File: config.mk
export PLATFORM = sky130hd
export DESIGN_NAME = multiplier_seq
export DESIGN_NICKNAME = d
export VERILOG_FILES = /design/src/rtl/multiplier_pkg.sv /design/src/rtl/multiplier_step.sv /design/src/rtl/multiplier_seq.sv
export SDC_FILE = /design/constraint.sdc
export NUM_CORES = 1
export LEC_CHECK = 0
export BUFFER_PORTS_ARGS = -buffer_cell sky130_fd_sc_hd__buf_2
export CORE_UTILIZATION = 55
export DETAILED_ROUTE_END_ITERATION = 6
export GPL_ROUTABILITY_DRIVEN = 0
export PLACE_DENSITY = 0.74
export REMOVE_ABC_BUFFERS = 1
export SYNTH_ARGS = -nofsm -noshare
export SYNTH_HDL_FRONTEND = slang
export SYNTH_SLANG_ARGS = --single-unit
File: constraint.sdc
create_clock -name clk -period 4.93 [get_ports clk]
set_clock_uncertainty 0.15 [all_clocks]
set_input_delay 0.493 -clock clk [delete_from_list [all_inputs] [get_ports clk]]
set_output_delay 0.493 -clock clk [all_outputs]
set_load 0.05 [all_outputs]
File: src/rtl/multiplier_pkg.sv
// Shared definitions for the sequential multiplier.
//   state_t                 : controller states IDLE / BUSY / DONE
//   DEFAULT_DATA_WIDTH      : default operand width in bits
//   DEFAULT_BITS_PER_CYCLE  : default multiplier bits retired per BUSY cycle
package multiplier_pkg;

  localparam int unsigned DEFAULT_DATA_WIDTH     = 8;
  localparam int unsigned DEFAULT_BITS_PER_CYCLE = 1;

  typedef enum logic [1:0] {
    IDLE = 2'd0,
    BUSY = 2'd1,
    DONE = 2'd2
  } state_t;

endpackage

File: src/rtl/multiplier_step.sv
// One shift-add step of the unsigned magnitude multiplication.
//   acc      : current accumulator (2*DATA_WIDTH bits)
//   mcand    : multiplicand magnitude
//   slice    : next BITS_PER_CYCLE multiplier-magnitude bits
//   pos      : bit position of slice within the multiplier
//   acc_next : acc + (mcand * slice) << pos
module multiplier_step
  import multiplier_pkg::*;
#(
  parameter int unsigned DATA_WIDTH     = DEFAULT_DATA_WIDTH,
  parameter int unsigned BITS_PER_CYCLE = DEFAULT_BITS_PER_CYCLE
) (
  input  logic [2*DATA_WIDTH-1:0]       acc,
  input  logic [DATA_WIDTH-1:0]         mcand,
  input  logic [BITS_PER_CYCLE-1:0]     slice,
  input  logic [$clog2(DATA_WIDTH)-1:0] pos,
  output logic [2*DATA_WIDTH-1:0]       acc_next
);

  logic [2*DATA_WIDTH-1:0] mcand_ext;
  logic [2*DATA_WIDTH-1:0] slice_ext;
  logic [2*DATA_WIDTH-1:0] partial;

  // Partial product fits in DATA_WIDTH+BITS_PER_CYCLE bits, so the
  // 2*DATA_WIDTH-bit accumulator never overflows.
  always_comb begin
    mcand_ext = {{DATA_WIDTH{1'b0}}, mcand};
    slice_ext = {{(2*DATA_WIDTH-BITS_PER_CYCLE){1'b0}}, slice};
    partial   = mcand_ext * slice_ext;
    acc_next  = acc + (partial << pos);
  end

endmodule

File: src/rtl/multiplier_seq.sv
// Sequential shift-add multiplier, signed or unsigned, with valid/ready
// handshakes on both sides.
//   clk, rst_n   : clock, asynchronous active-low reset
//   in_valid     : input1/input2/signed_mode are valid
//   in_ready     : high only in IDLE
//   input1       : multiplicand
//   input2       : multiplier
//   signed_mode  : 1 = two's-complement operands, 0 = unsigned
//   out_valid    : high only in DONE, outputValue holds the product
//   out_ready    : consumer accepts the product
//   outputValue  : exact 2*DATA_WIDTH-bit product
module multiplier_seq
  import multiplier_pkg::*;
#(
  parameter int unsigned DATA_WIDTH     = DEFAULT_DATA_WIDTH,
  parameter int unsigned BITS_PER_CYCLE = DEFAULT_BITS_PER_CYCLE
) (
  input  logic                    clk,
  input  logic                    rst_n,
  input  logic                    in_valid,
  output logic                    in_ready,
  input  logic [DATA_WIDTH-1:0]   input1,
  input  logic [DATA_WIDTH-1:0]   input2,
  input  logic                    signed_mode,
  output logic                    out_valid,
  input  logic                    out_ready,
  output logic [2*DATA_WIDTH-1:0] outputValue
);

  localparam int unsigned STEPS = DATA_WIDTH / BITS_PER_CYCLE;
  localparam int unsigned CNT_W = $clog2(STEPS + 1);
  localparam int unsigned POS_W = $clog2(DATA_WIDTH);

  localparam logic [CNT_W-1:0] CNT_LOAD = CNT_W'(STEPS);
  localparam logic [CNT_W-1:0] CNT_ONE  = CNT_W'(1);
  localparam logic [POS_W-1:0] POS_INC  = POS_W'(BITS_PER_CYCLE);

  state_t                  state;
  logic [CNT_W-1:0]        cnt;
  logic [2*DATA_WIDTH-1:0] acc;
  logic [2*DATA_WIDTH-1:0] acc_next;
  logic [DATA_WIDTH-1:0]   mcand;
  logic [DATA_WIDTH-1:0]   mplier;
  logic [POS_W-1:0]        pos;
  logic                    negate;

  logic                    a_neg;
  logic                    b_neg;
  logic [DATA_WIDTH-1:0]   a_mag;
  logic [DATA_WIDTH-1:0]   b_mag;

  // Magnitudes of the incoming operands. The most-negative value maps to
  // 2^(DATA_WIDTH-1), which is still exact as an unsigned DATA_WIDTH value.
  always_comb begin
    a_neg = signed_mode & input1[DATA_WIDTH-1];
    b_neg = signed_mode & input2[DATA_WIDTH-1];
    a_mag = a_neg ? ('0 - input1) : input1;
    b_mag = b_neg ? ('0 - input2) : input2;
  end

  multiplier_step #(
    .DATA_WIDTH     (DATA_WIDTH),
    .BITS_PER_CYCLE (BITS_PER_CYCLE)
  ) u_step (
    .acc      (acc),
    .mcand    (mcand),
    .slice    (mplier[BITS_PER_CYCLE-1:0]),
    .pos      (pos),
    .acc_next (acc_next)
  );

  // signed_mode is only needed to decide the final sign, so only the
  // resulting negate flag is latched at acceptance. Negating a zero
  // accumulator yields zero, so a zero product stays zero.
  always_ff @(posedge clk or negedge rst_n) begin
    if (!rst_n) begin
      state       <= IDLE;
      cnt         <= '0;
      acc         <= '0;
      mcand       <= '0;
      mplier      <= '0;
      pos         <= '0;
      negate      <= 1'b0;
      outputValue <= '0;
      in_ready    <= 1'b1;
      out_valid   <= 1'b0;
    end else begin
      case (state)
        IDLE: begin
          if (in_valid && in_ready) begin
            mcand    <= a_mag;
            mplier   <= b_mag;
            negate   <= a_neg ^ b_neg;
            acc      <= '0;
            cnt      <= CNT_LOAD;
            pos      <= '0;
            in_ready <= 1'b0;
            state    <= BUSY;
          end
        end
        BUSY: begin
          acc    <= acc_next;
          mplier <= mplier >> BITS_PER_CYCLE;
          pos    <= pos + POS_INC;
          cnt    <= cnt - CNT_ONE;
          if (cnt == CNT_ONE) begin
            outputValue <= negate ? ('0 - acc_next) : acc_next;
            out_valid   <= 1'b1;
            state       <= DONE;
          end
        end
        DONE: begin
          if (out_ready) begin
            out_valid <= 1'b0;
            in_ready  <= 1'b1;
            state     <= IDLE;
          end
        end
        default: begin
          out_valid <= 1'b0;
          in_ready  <= 1'b1;
          state     <= IDLE;
        end
      endcase
    end
  end

endmodule

### After elaboration in Yosys (flattened, before gate mapping)

Index checks and enable logic that the tools add are counted.

* register bits: 60
* bits of input ports: 21
* output and inout bits: 18
* logic and storage cells: 59

* $add $sub $neg: 6
* $mul: 1
* equality and inequality tests: 6
* shift operators: 1
* mux-type cells: 21
* bitwise logic cells: 5
* reductions and logical operators: 9

Operators by type and width (count)
* 16-bit 2-to-1 mux: 2
* 16-bit case mux with 2 select lines: 1
* 8-bit 2-to-1 mux: 3
* 16-bit adder: 1
* 8-bit case mux with 2 select lines: 1
* 9-bit by 3-bit << shifter with 16-bit output: 1
* 1-bit by 16-bit subtractor with 16-bit output (first input constant): 1
* 1-bit by 8-bit subtractor with 8-bit output (first input constant): 2
* 8-bit by 1-bit multiplier with 9-bit output: 1
* 3-bit AND reduction: 3
* 4-bit case mux with 2 select lines: 1
* 2-bit 2-to-1 mux: 3
* 2-bit inequality test (second input constant): 3
* 1-bit case mux with 3 select lines: 2
* 2-bit case mux with 3 select lines: 1
* 3-bit case mux with 2 select lines: 1
* 2-bit AND reduction: 3
* 4-bit by 1-bit == test with 1-bit output (second input constant): 1
* 1-bit 2-to-1 mux: 4
* 4-bit 2-to-1 mux: 1
* 4-bit by 1-bit subtractor with 4-bit output (second input constant): 1
* 3-bit by 1-bit adder with 3-bit output (second input constant): 1
* 3-bit 2-to-1 mux: 1
* 1-bit AND: 2
* other kinds (7): 8

### Logic depth before layout (Yosys ltp)

* depth in word-level cells: 5
* depth in mapped cells: 17
* depth with buffers taken out: 15

### Cells and area by module

A second synthesis with hierarchy kept.

* cell total of the unflattened synthesis: 482
* area, all modules: 4063.9 um^2

Modules (own cells, without submodules)
* multiplier_seq: instances 1, cells each 320, area an instance 2932.8 um^2, seq. area each 1502.7 um^2
* multiplier_step: instances 1, cells each 162, area an instance 1131.1 um^2, seq. area each 0.0 um^2

### Worst setup path before layout

OpenSTA, ideal clock, no wires.

* kind: flip-flop to flip-flop
* start: register pos[0]
* end: register outputValue[15]
* setup time: 130 ps
* arrival: 4024 ps
* required time: 4650 ps
* path slack: 626 ps
* cell stages (with the launch flop): 15
* buffers on the path: 1
* period minus slack after synthesis: 4304 ps
* path through: dfrtp_1 -> buf_1 -> mux2i_1 -> o22ai_1 -> and2_1 -> ha_1 -> a21o_1 -> a221oi_4 -> xor2_2 -> o2111ai_2 -> or4b_4 -> or4_4 -> o31ai_4 -> xnor2_1 -> o21ai_1

* cells in the longest elaborated chain, start to end: 4

RTL lines
* from (decl): RTL line multiplier_seq.sv:44 `logic [POS_W-1:0] pos;`
* from (signal assigned): RTL line multiplier_seq.sv:104 `pos <= pos + POS_INC;`
* 9-bit by 3-bit << shifter with 16-bit output (*): RTL line multiplier_step.sv:30 `acc_next = acc + (partial << pos);`
* 16-bit adder (*): RTL line multiplier_step.sv:30
* 1-bit by 16-bit subtractor with 16-bit output: RTL line multiplier_seq.sv:107 `outputValue <= negate ? ('0 - acc_next) : acc_next;`
* 16-bit 2-to-1 mux (*): RTL line multiplier_seq.sv:107
* to (signal assigned): RTL line multiplier_seq.sv:107
* to (decl): RTL line multiplier_seq.sv:27 `output logic [2*DATA_WIDTH-1:0] outputValue`

Mark *: on every way between the ends. The rest lies on a longest branch, timed or not.
A chain may end at the register's enable or synchronous reset.

### Worst setup path after layout

* start: register pos[2]
* end: register outputValue[15]

Same word-level chain as after synthesis.

==> flow_summary.json <==
{
  "outcome": "complete, no violations",
  "synth-warning-count": 0,
  "synthesis_stage_register_bit_count": 60,
  "netlist-cell-type-count": 59,
  "synthMostInstantiatedCell": "nand2_1",
  "grt_max_degree": 61,
  "final_critical_path_setup_slack_ns": 0.369,
  "initial_util": 0.582,
  "setup_viol": 0,
  "synth_edf_count": 0,
  "grt_antenna_before_repair": 0,
  "synthToLayoutAreaGrowth_pct": 11.0,
  "cts_tree": "done",
  "die_width_microns": 87.7,
  "unrepaired_setup_endpoints_after_global_routing": "no",
  "worst_path_dominant_cell_family": "simple AND/OR/NAND/NOR gates",
  "number_of_buffers_and_inverters_on_the_critical_path": 1,
  "fillers": 577,
  "worst-endpoint-arrival_ns": 4.63,
  "critical_path.cell_chain": "inv_1 -> nand2_1 -> o22ai_1 -> and2_1 -> ha_1 -> a21o_1 -> a221oi_4 -> xor2_2 -> o2111ai_2 -> or4b_4 -> or4_4 -> o31ai_4 -> xnor2_1 -> o21ai_1",
  "postCtsHoldBufs": 0,
  "grt_overflow_total": 0,
  "routedWlPerCell_microns": 14.0,
  "clkSlewWorstSetupHoldPaths_ns": 0.06,
  "cts-resized-gates": 0,
  "antenna-diode-count": 0,
  "ys_async_sr_fraction": 1.00,
  "synth_top_cell_area_share": 0.365,
  "synthFlopType": "dfrtp_1",
  "grt_first_pass_wirelength_mm": 14.5,
  "comb_power_share": 0.521,
  "ff2ff_setup_slack_ns": 0.37,
  "period_minus_slack_ns": 4.56,
  "holdWs_ns": 0.146,
  "cts_buffers": 9,
  "worstRegToRegCells": 14,
  "die-area_sq_um": 7690,
  "post_cts.repair.setup_buffers": 0,
  "post_synth_most_frequent_cells": "nand2_1 (71), dfrtp_1 (59), o21ai_0 (57)",
  "fin_tns_setup_ns": 0,
  "maxCapViolations": 0,
  "cellPowerDensity_nw_per_um2": 603,
  "fp-row-count": 30,
  "postRouteWirelength_mm": 8.41,
  "crit_required_ns": 5.00,
  "cts.path.max_buffers": 2,
  "floorplan.core_area_sq_um": 6940,
  "worst_min_delay_path_class": "in -> async",
  "routed-via-count": 3416,
  "vias_per_cell": 5.70,
  "worstPathMaxFanout": 17,
  "critPathSlowestCell": "dfrtp_1",
  "switching_power_mw": 1.28,
  "die_y_microns": 87.7,
  "leakage_nw": 2.14,
  "worst_voltage_drop_across_the_vdd_grid_uv": 228,
  "relSlewSlack": 0.173,
  "buffer_type_at_the_clock_tree_root": "clkbuf_8",
  "grtUsageTotal": 0.243,
  "worstSetupPathDepth": 14,
  "critical_path.startpoint_type": "flip-flop",
  "worst_setup_path_endpoint": "outputValue[15]$_DFFE_PN0P_",
  "crit_path_start": "pos[2]$_DFFE_PN0P_",
  "count_of_final_max_slew_check_failures": 0,
  "worst_setup_path_class": "reg -> reg",
  "clock_power_share": 0.151,
  "maximum_achievable_frequency_ghz": 0.219,
  "yosys-top-cells-area": "dfrtp_1 (37%), o21ai_0 (7.1%), ha_1 (6.8%)",
  "syn_avg_cell_area_sq_um": 8.67,
  "ios": 39,
  "final_net_count": 542,
  "reg_to_reg_critical_path_endpoint": "outputValue[15]$_DFFE_PN0P_",
  "p_seq_frac": 0.328,
  "area_leader_netlist": "dfrtp_1",
  "critical_path.endpoint_type": "flip-flop",
  "netSwitchingFraction": 0.474,
  "post_synth_instance_area_sq_um": 4040,
  "dp.final_hpwl_mm": 6.12,
  "first_iter_violations": 129,
  "drt_drc_violations_left": 0,
  "final_layout_size_suffix_gt1_frac": 0.157,
  "worstSkewPairLatency_ns": 0.35,
  "reg2reg_from": "pos[2]$_DFFE_PN0P_",
  "internal_power_mw": 1.42,
  "synth_seq_area_share": 0.372,
  "timing.final.hold_violations": 0,
  "detail-route-antenna-nets": 0,
  "timing.critical_path.slowest_cell_delay_ns": 0.61,
  "cts.sinks": 60,
  "clock_tree.htree_level_count": 3,
  "first_pass_iters": 4,
  "via_count_of_the_first_global_routing_pass": 3187,
  "dp_slack_ns": 0.467,
  "worst-slew-pin-transition_ns": 1.24,
  "fin_crit_sh": 0.925,
  "postSynthCellCount": 466,
  "portBuffers": 38
}
## power groups by stage
stage | clock [mW] | combinational, mW | sequential, mW
final | 0.409 | 1.41 | 0.886
after global routing | 0.439 | 1.57 | 0.920
after CTS | 0.418 | 1.41 | 0.885
after detailed placement | 0 | 1.40 | 0.892
after global placement | 0 | 1.36 | 0.885
after floorplan | 0 | 0.886 | 1.06
## kinds of logic (layout without fill, tap and decap cells)
logic type | count (synthesis) | count (layout) | share of synthesized area
AO/OA/AOI/OAI | 131 | 131 | 0.208
XOR/XNOR | 37 | 37 | 0.0839
adder cells (fa/ha/maj) | 23 | 23 | 0.0731
buffers and inverters | 36 | 73 | 0.0359
flip-flops | 60 | 60 | 0.372
multiplexers | 13 | 13 | 0.0334
AND/OR/NAND/NOR | 166 | 166 | 0.194
## registers in the layout, indices dropped and copies added (netlist names)
register     cells
outputValue     16
out_valid        1
acc             16
cnt              4
in_ready         1
negate           1
pos              3
state            2
mcand            8
mplier           8
## cells in the final DEF, fill, tap and decap left out, types with 3 or more instances in the layout
master	netlist	layout
ha_1	22	22
o21ai_1	6	6
a21oi_1	16	16
a31oi_1	4	4
o2111ai_1	4	4
nor3_1	8	8
inv_1	12	12
mux2i_1	9	9
buf_4	0	7
a31o_2	3	3
buf_2	0	38
nor2b_1	4	4
a211oi_1	3	3
nor2_1	26	26
o21ai_0	57	57
nand2b_1	5	5
xor2_1	12	12
a22oi_1	7	7
nand3_1	30	30
nand2_1	71	71
o31ai_1	5	5
mux2_2	4	4
a21o_1	5	5
clkbuf_8	1	12
xnor2_1	23	23
o22ai_1	3	3
dfrtp_1	59	59
## worst register-to-register path, cell delays in order (launching register included)
cell	delay, ns
dfrtp_1	0.61
inv_1	0.22
nand2_1	0.15
o22ai_1	0.08
and2_1	0.18
ha_1	0.36
a21o_1	0.26
a221oi_4	0.44
xor2_2	0.24
o2111ai_2	0.19
or4b_4	0.55
or4_4	0.58
o31ai_4	0.20
xnor2_1	0.14
o21ai_1	0.07
## worst min path at each step
stage	from	to	slack (ns)	cells past startpoint
2_1_floorplan	rst_n	acc[0]$_DFFE_PN0P_	0.05	0
3_3_place_gp	out_valid$_DFFE_PN0P_	out_valid$_DFFE_PN0P_	0.31	2
3_5_place_dp	out_valid$_DFFE_PN0P_	out_valid$_DFFE_PN0P_	0.31	2
4_1_cts	rst_n	outputValue[0]$_DFFE_PN0P_	0.18	2
5_1_grt	rst_n	state[1]$_DFFE_PN0P_	0.24	2
6_report	rst_n	outputValue[0]$_DFFE_PN0P_	0.15	2
## through the flow
| stage | instances | util | area (sq um) | total power, mW |
|---|---|---|---|---|
| 2_1_floorplan | 442 | - | 3940 | 1.94 |
| 3_3_place_gp | 583 | 0.620 | 4300 | 2.25 |
| 3_5_place_dp | 583 | 0.620 | 4300 | 2.29 |
| 4_1_cts | 599 | 0.646 | 4490 | 2.71 |
| 5_1_grt | 599 | 0.646 | 4490 | 2.93 |
| 6_report | 599 | 0.646 | 4490 | 2.70 |
## cell type report
| cell class | instances | area, sq um | share of cell area |
|---|---|---|---|
| well taps | 96 | 120 | 0.0268 |
| multi-input cells | 370 | 2390 | 0.533 |
| clock inverters | 2 | 10.0 | 0.00223 |
| inverters | 12 | 45.0 | 0.0100 |
| repair buffers | 45 | 243 | 0.0541 |
| clock buffers | 14 | 173 | 0.0385 |
| flip-flops and latches | 60 | 1500 | 0.335 |
## layer usage
| layer | track usage | vias up | part of all wire |
|---|---|---|---|
| li1 | - | 1729 | - |
| met1 | 0.317 | 1583 | 0.48 |
| met2 | 0.399 | 89 | 0.46 |
| met3 | 0.0377 | 15 | 0.039 |
| met4 | 0.113 | 0 | 0.022 |
| met5 | 0 | - | 0 |
No activity file was read; power rests on OpenSTA's default activity.
